--- config.mk ---
export PLATFORM = sky130hd
export DESIGN_NAME = apb_slave_ctrl
export DESIGN_NICKNAME = d
export VERILOG_FILES = /design/src/rtl/apb_slave_ctrl.sv
export SDC_FILE = /design/constraint.sdc
export NUM_CORES = 1
export LEC_CHECK = 0
export CAP_MARGIN = 15
export CORE_ASPECT_RATIO = 1.5
export CORE_MARGIN = 3
export CORE_UTILIZATION = 32
export CTS_CLUSTER_DIAMETER = 40
export DETAILED_ROUTE_END_ITERATION = 7
export GPL_TIMING_DRIVEN = 0
export PLACE_DENSITY_LB_ADDON = 0.05
export SYNTH_ARGS = -nofsm -noshare
export SYNTH_HDL_FRONTEND = slang
export SYNTH_SLANG_ARGS = --single-unit
--- constraint.sdc ---
create_clock -name sys_clk -period 1.8 [get_ports sys_clk]
set_input_delay 0.54 -clock sys_clk [delete_from_list [all_inputs] [get_ports sys_clk]]
set_output_delay 0.54 -clock sys_clk [all_outputs]
set_load 0.005 [all_outputs]
--- src/rtl/apb_slave_ctrl.sv ---
// APB3 slave sequencer for the 64-bit timer register block: captures the setup
// phase, inserts WAIT_CYCLES wait states, and issues one-cycle wr_en/rd_en strobes.
module apb_slave_ctrl #(
  parameter int unsigned WAIT_CYCLES = 0,
  parameter logic [11:0] ADDR_MAX    = 12'h01C
) (
  input  logic        sys_clk,
  input  logic        sys_rst,
  input  logic        psel,
  input  logic        penable,
  input  logic        pwrite,
  input  logic [11:0] paddr,
  input  logic [31:0] pwdata,
  input  logic [3:0]  pstrb,
  output logic [31:0] prdata,
  output logic        pready,
  output logic        pslverr,
  output logic        wr_en,
  output logic        rd_en,
  output logic [11:0] addr,
  output logic [31:0] wdata,
  output logic [3:0]  strb,
  output logic        tim_pready,
  input  logic [31:0] reg_rdata,
  input  logic        reg_error,
  output logic        busy
);

  typedef enum logic [1:0] {S_IDLE, S_WAIT, S_ACCESS} state_e;

  localparam logic [3:0] WAIT_LOAD = (WAIT_CYCLES == 0) ? 4'd0 : 4'(WAIT_CYCLES - 1);

  state_e      state_q, state_d;
  logic [3:0]  cnt_q, cnt_d;
  logic [11:0] addr_q, addr_d;
  logic [31:0] wdata_q, wdata_d;
  logic [3:0]  strb_q, strb_d;
  logic        wr_q, wr_d;
  logic        ill_q, ill_d;

  logic setup, xfer;
  assign setup = psel & ~penable;
  assign xfer  = psel & penable;

  always_ff @(posedge sys_clk) begin
    if (sys_rst) begin
      state_q <= S_IDLE;
      cnt_q   <= '0;
      addr_q  <= '0;
      wdata_q <= '0;
      strb_q  <= '0;
      wr_q    <= 1'b0;
      ill_q   <= 1'b0;
    end else begin
      state_q <= state_d;
      cnt_q   <= cnt_d;
      addr_q  <= addr_d;
      wdata_q <= wdata_d;
      strb_q  <= strb_d;
      wr_q    <= wr_d;
      ill_q   <= ill_d;
    end
  end

  always_comb begin
    state_d = state_q;
    cnt_d   = cnt_q;
    addr_d  = addr_q;
    wdata_d = wdata_q;
    strb_d  = strb_q;
    wr_d    = wr_q;
    ill_d   = ill_q;
    pready  = 1'b0;
    wr_en   = 1'b0;
    rd_en   = 1'b0;
    prdata  = '0;
    pslverr = 1'b0;

    case (state_q)
      S_IDLE: begin
        // psel&penable with no prior setup is a protocol violation and is ignored
        if (setup) begin
          addr_d  = paddr;
          wdata_d = pwdata;
          strb_d  = pwrite ? pstrb : 4'h0;
          wr_d    = pwrite;
          ill_d   = (paddr[1:0] != 2'b00) | (paddr > ADDR_MAX);
          state_d = (WAIT_CYCLES == 0) ? S_ACCESS : S_WAIT;
          cnt_d   = WAIT_LOAD;
        end
      end
      S_WAIT: begin
        if (!xfer)            state_d = S_IDLE;
        else if (cnt_q == '0) state_d = S_ACCESS;
        else                  cnt_d   = cnt_q - 4'd1;
      end
      S_ACCESS: begin
        // Strobes are gated by xfer so an abort in ACCESS leaves the registers untouched
        pready  = xfer;
        wr_en   = xfer & wr_q & ~ill_q;
        rd_en   = xfer & ~wr_q & ~ill_q;
        prdata  = rd_en ? reg_rdata : 32'h0;
        pslverr = pready & (ill_q | (wr_en & reg_error));
        state_d = S_IDLE;
      end
      default: state_d = S_IDLE;
    endcase
  end

  assign tim_pready = pready;
  assign busy       = (state_q != S_IDLE);
  assign addr       = addr_q;
  assign wdata      = wdata_q;
  assign strb       = strb_q;

endmodule

==> metrics.yaml <==
syn_avg_cell_area_um2: 7.79
place_hpwl_um: 5830
vias: 2398
cts_buffers: 5
grt_util_met1_pct: 19.7
drv_cap: 0
p_sw_share_pct: 23.3
cp-startpoint: "penable"
die_y_um: 104
gr-usage-all-layers_pct: 19.6
finalHoldViolCount: 0
fin_cells: 524
cpPeakStageDelay_ns: 0.17
relSlewSlack_pct: 69.1
drc: 0
crit_required_ns: 1.26
seqPwrFrac_pct: 52.7
cts-root-buf: "clkbuf_8"
cts_max_path_buffers: 2
p_leak_nw: 1.66
yosys.area.top_type: "dfxtp_1"
ys_async_sr_fraction_pct: 0
r2r-end: "strb[2]"
initial_core_util_pct: 33.2
grt_max_degree: 14
violations: "negative setup slack"
powerDensity_nw_per_um2: 550
hold_slack_ns: 0.456
drv_slew: 0
power_frac_clock_pct: 26.2
status: "complete, but fails checks"
portBuffers: 170
setup_ws_ns: -0.203
ys_seq_elements: 51
synthTopCellsByCount: "nand2_1, dfxtp_1, a21oi_1"
nNetsFinal: 537
core_um2: 6220
viasPerCell: 4.58
synth_top_family_by_area: "simple AND/OR/NAND/NOR gates"
worst_pin_slew_ns: 0.464
ys.flop_type: "dfxtp_1"
antenna_left: 0
synth_nets: 351
synthCells: 265
timing.hold.worst.start: "wdata[16]"
first_pass_iters: 4
p_comb_share_pct: 21.1
hp-class: "reg -> reg"
crit_top_cell: "buf_6"
antenna_found_initial: 0
htreeDepth: 2
final.fill_count: 540
num_antenna_cells: 0
post-route-period-util_pct: 111
period_minus_slack_ns: 2.00
drt_iter0_drc: 23
fmax_ghz: 0.499
gr-max-usage-layer: "met2"
fp.dieW_um: 71.6
grt_overflow: 0
ys_warn_count: 0
crit_path_end_kind: "output pin"
synth.distinct_cells: 20
clkLatencyLatePin_ns: 0.29
reg2reg_slack_ns: 0.34
tritoncts: "yes"
synth_xor_area_share_pct: 0
setup-tns-final_ns: -4.91
slowest_stage: "nor3_4"
synthSimpleGateAreaFrac_pct: 31.3
use_met2_pct: 35.9
clk_pin_slew_worst_paths_ns: 0.08
placed_cells_incl_taps: 509
ys_seq_area_share_pct: 49.5
yosysTopAreaCellShare_pct: 49.5
rsz0062_at_grt: "yes"
path_cells: "buf_4, nand3_4, nor3_4, buf_6, buf_6, buf_8, and2_4, buf_6"
critPathKind: "in -> out"
cts.sinks: 51
wl_um: 7560
use_met3_pct: 8.70
design_area_um2: 4160
syn2layout_area_growth_pct: 102
p_int_mw: 1.75
cp_max_fo: 5
ir_worst_vdd_v: 0.000601
pin_count: 172
synth.cell_area_um2: 2060
synth_mux_area_share_pct: 0
die-area_um2: 7470
finalSetupViolCount: 34
place_area_um2: 3860
synth.most_common_cell: "nand2_1"
drive_gt1_share_pct: 22.9
wl_per_cell_um: 14.4
ys_top_cells_by_area: "dfxtp_1, nand2_1, a21oi_1, and2_1, buf_6"
r2r_cells: 5
place_congestion: 0.706
rows: 35
skew_ns: 0.00248
cp.arrival_ns: 1.46
start_kind: "input pin"
synthAdderAreaFrac_pct: 0
switching_power_mw: 0.534
synth_compound_area_share_pct: 12.6
grt_pass1_vias: 2334
crit_end: "prdata[6]"
grt_pass1_wl_um: 11700
r2r-start: "state_q[1]"
synth_edf_count: 0
## worst min path at each step
stage                           end  depth (start not counted)
final                     wdata[16]                          2
after global routing       wdata[7]                          2
after CTS                 wdata[28]                          2
after detailed placement  wdata[12]                          2
after global placement      strb[1]                          2
after floorplan             strb[0]                          2
## what timing repair did
action | CTS | global route
resized for setup | 189 | 51
cloned | 2 | 1
pin swaps | 21 | 11
hold buffers | 0 | 0
setup endpoints to repair | 37 | 35
buffers inserted | 8 | 0
## per-layer routing
metal / share of wire (%) / wire length [um]
met5: 0 / 0
met4: 0.86 / 65
met3: 12 / 909
met2: 52 / 3950
met1: 35 / 2630
## cells in the final DEF (no fill, tap or decap), types with 4 or more instances in the layout
cell type and count:
nand2_1 94, dfxtp_1 48, clkdlybuf4s50_1 129, buf_4 7, and2_4 30, clkbuf_8 5, nand3_1 4, a21oi_1 50
buf_6 43, buf_2 9, clkbuf_1 6
## cells by family after synthesis
kind of cell           count (synthesis)
and+or+nand+nor                      141
DFF                                   51
AOI/OAI and AO/OA                     51
buffers and inverters                 22
## layout make-up
class                      instances  area (um^2)  area share, %
multi-input combinational        192         1000           24.1
timing repair buffer             180         1820           43.7
tap                               74         92.6           2.22
sequential                        51         1030           24.7
buffer                            20          145           3.49
clock buffer                       6         72.6           1.74
inverter                           1         3.75         0.0902
## state kept, by name, indices dropped and copies added, names as in the netlist
register and count:
wdata 32, addr 12, strb 4, ill_q 1, state_q 1, wr_q 1
## stage by stage
| stage | power [mW] | utilization, % | setup WS [ns] |
|---|---|---|---|
| after CTS | 2.32 | 64.7 | -0.267 |
| after floorplan | 1.36 | - | 0.0365 |
| after global routing | 2.39 | 66.9 | -0.268 |
| after global placement | 1.69 | 62.0 | -1.27 |
| after detailed placement | 1.70 | 62.0 | -1.29 |
| final | 2.29 | 66.9 | -0.203 |
## power by group through the flow
stage	sequential, mW	clock [mW]	combinational [mW]
4_1_cts	1.21	0.634	0.479
3_5_place_dp	1.23	0	0.468
6_report	1.21	0.600	0.482
3_3_place_gp	1.23	0	0.463
5_1_grt	1.21	0.656	0.526
2_1_floorplan	1.24	0	0.129
## critical path, delay by kind of cell
kind                   cells  cell delay (ns)
buffers and inverters      5             0.52
and+or+nand+nor            3             0.39
Note: power is estimated with default switching activity, not from simulation.
==> edit: new RTL, same flow settings <==
Re-encode `state_e` (3 states) as one-hot, 3 bits wide.
--- a/src/rtl/apb_slave_ctrl.sv
+++ b/src/rtl/apb_slave_ctrl.sv
@@ -26,7 +26,7 @@
   output logic        busy
 );
 
-  typedef enum logic [1:0] {S_IDLE, S_WAIT, S_ACCESS} state_e;
+  typedef enum logic [2:0] {S_IDLE = 3'b001, S_WAIT = 3'b010, S_ACCESS = 3'b100} state_e;
 
   localparam logic [3:0] WAIT_LOAD = (WAIT_CYCLES == 0) ? 4'd0 : 4'(WAIT_CYCLES - 1);
 
Function: no difference found for any inputs over 10 cycles, from zero or initial values and one cycle with sys_rst high; not proved beyond that.
==> edit against the original RTL <==
  * Wire length rose by 0.42%
  * Critical endpoint is now prdata[22]
  * Register-to-register slack better by 0.13 ns
  * Sequential cell count increased by 1
  * Setup slack worse by 0.064 ns
  * Area after synthesis increased by 2.9%
  * Sequential share of layout area shrank 0.15 points
  * Design area up 2.2%
  * Synthesized cell count rose by 1.5%
  * Worst hold slack barely moved
  * Die area up 2.6%
  * Cell count is 1.5% higher
  * Core utilization up 0.52 points
  * The run still ends with setup timing left
  * Power increased by 21%
==> edit: results (changes against the original RTL) <==
status -> finished with violations
failing checks -> setup timing
routed via count -> 2428 (+1.3%)
gpl congestion -> 0.7367 (+4.3%)
CP arrival -> 1.53 ns (+0.07 ns)
crit path max fanout -> 7 (+2)
Fillers -> 534 (-1.1%)
Critical R2R Launch -> state_q[2]
Lkg Pwr -> 1.713 nW (+3.4%)
slowest CP cell -> buf_2
Final nets -> 543 (+1.1%)
layout cells sized above 1 -> 0.2314 (+0.002552)
initial drt markers -> 51 (+120%)
Final HPWL DP -> 5734 µm (-1.6%)
area post-placement -> 3916 µm² (+1.5%)
Max VDD drop -> 0.0005239 V (-13%)
hold path startpoint -> addr[1]
CP peak stage delay -> 0.14 ns (-0.03 ns)
clock latency on the worst-skew pair -> 0.31 ns (+0.02 ns)
gr usage total -> 0.1943 (-0.001403)
Post-Route WL -> 7587 µm (+0.42%)
global-route wire length before repair -> 11780 µm (+0.59%)
Clk pin slew, worst setup/hold paths -> 0.09 ns
post-route setup slack -> -0.2672 ns (-0.06408 ns)
Setup TNS Final -> -7.905 ns (-2.996 ns)
synth top area cells -> dfxtp_1 49%, nand2_1 17%, a21oi_1 12%, and2_1 9.4%, buf_6 2.1%
Setup-failing EPs final -> 35 (+2.9%)
Post-synth top cells -> 94 x nand2_1, 52 x dfxtp_1, 49 x a21oi_1
setup repair bufs after CTS -> 9 (+1)
crit path from -> penable
register area share after synthesis -> 0.4906 (-0.004279)
skew final -> 0.004878 ns (+0.002397 ns)
Slew headroom -> 0.6907 (about the same)
Net Count, Synth -> 355 (+1.1%)
Yosys cell types -> 21 (+5.0%)
CP top delay family -> buffers and inverters
vias in the first global route -> 2308 (-1.1%)
==> edit: worst min-delay path: stages, from the launching register on <==
cell     delay, ns
dfxtp_1       0.32
nand2_1       0.05
a21oi_1       0.05
==> edit: metal layers <==
metal	global-route usage	share of wire
met5	0	0
met4	0.05409	0.017
met3	0.05821	0.095
met2	0.3520	0.52
met1	0.2137	0.37
==> edit: cell families after synthesis <==
kind of cell	synth area share
and+or+nand+nor	0.3160
AOI/OAI and AO/OA	0.1238
buffers and inverters	0.06957
DFF	0.4906
==> edit: worst paths after layout <==
kind                                   end  slack [ns]  depth (start not counted)
worst max-delay path            prdata[22]       -0.27                          8
worst min-delay path               addr[1]        0.46                          2
worst max register to register     strb[3]        0.47                          6
worst min register to register     addr[1]        0.46                          2
==> edit: power breakdown <==
part | internal (mW) | switching [mW] | total, mW
combinational | 0.296 | 0.158 | 0.454
sequential | 1.20 | 0.0290 | 1.23
clock | 0.695 | 0.392 | 1.09
total | 2.19 | 0.579 | 2.77
==> edit: stage by stage <==
stage / std cells / total power, mW / utilization / hold WS (ns)
after floorplan: 269 / 1.386 / - / 0.4483
after global placement: 513 / 1.703 / 0.6210 / 0.4398
after detailed placement: 513 / 1.710 / 0.6210 / 0.4460
after CTS: 531 / 2.801 / 0.6492 / 0.4596
after global routing: 532 / 2.888 / 0.6744 / 0.4809
final: 532 / 2.773 / 0.6744 / 0.4553
==> edit: final cells by class <==
cell class / instances / area (µm²) / area share
plain buffers: 22 / 140.1 / 0.03295
multi-input cells: 193 / 1022 / 0.2404
clock inverters: 3 / 90.09 / 0.02118
clock buffers: 5 / 68.82 / 0.01618
inverters: 2 / 7.507 / 0.001765
well taps: 74 / 92.59 / 0.02177
repair buffers: 181 / 1788 / 0.4204
flip-flops and latches: 52 / 1044 / 0.2454
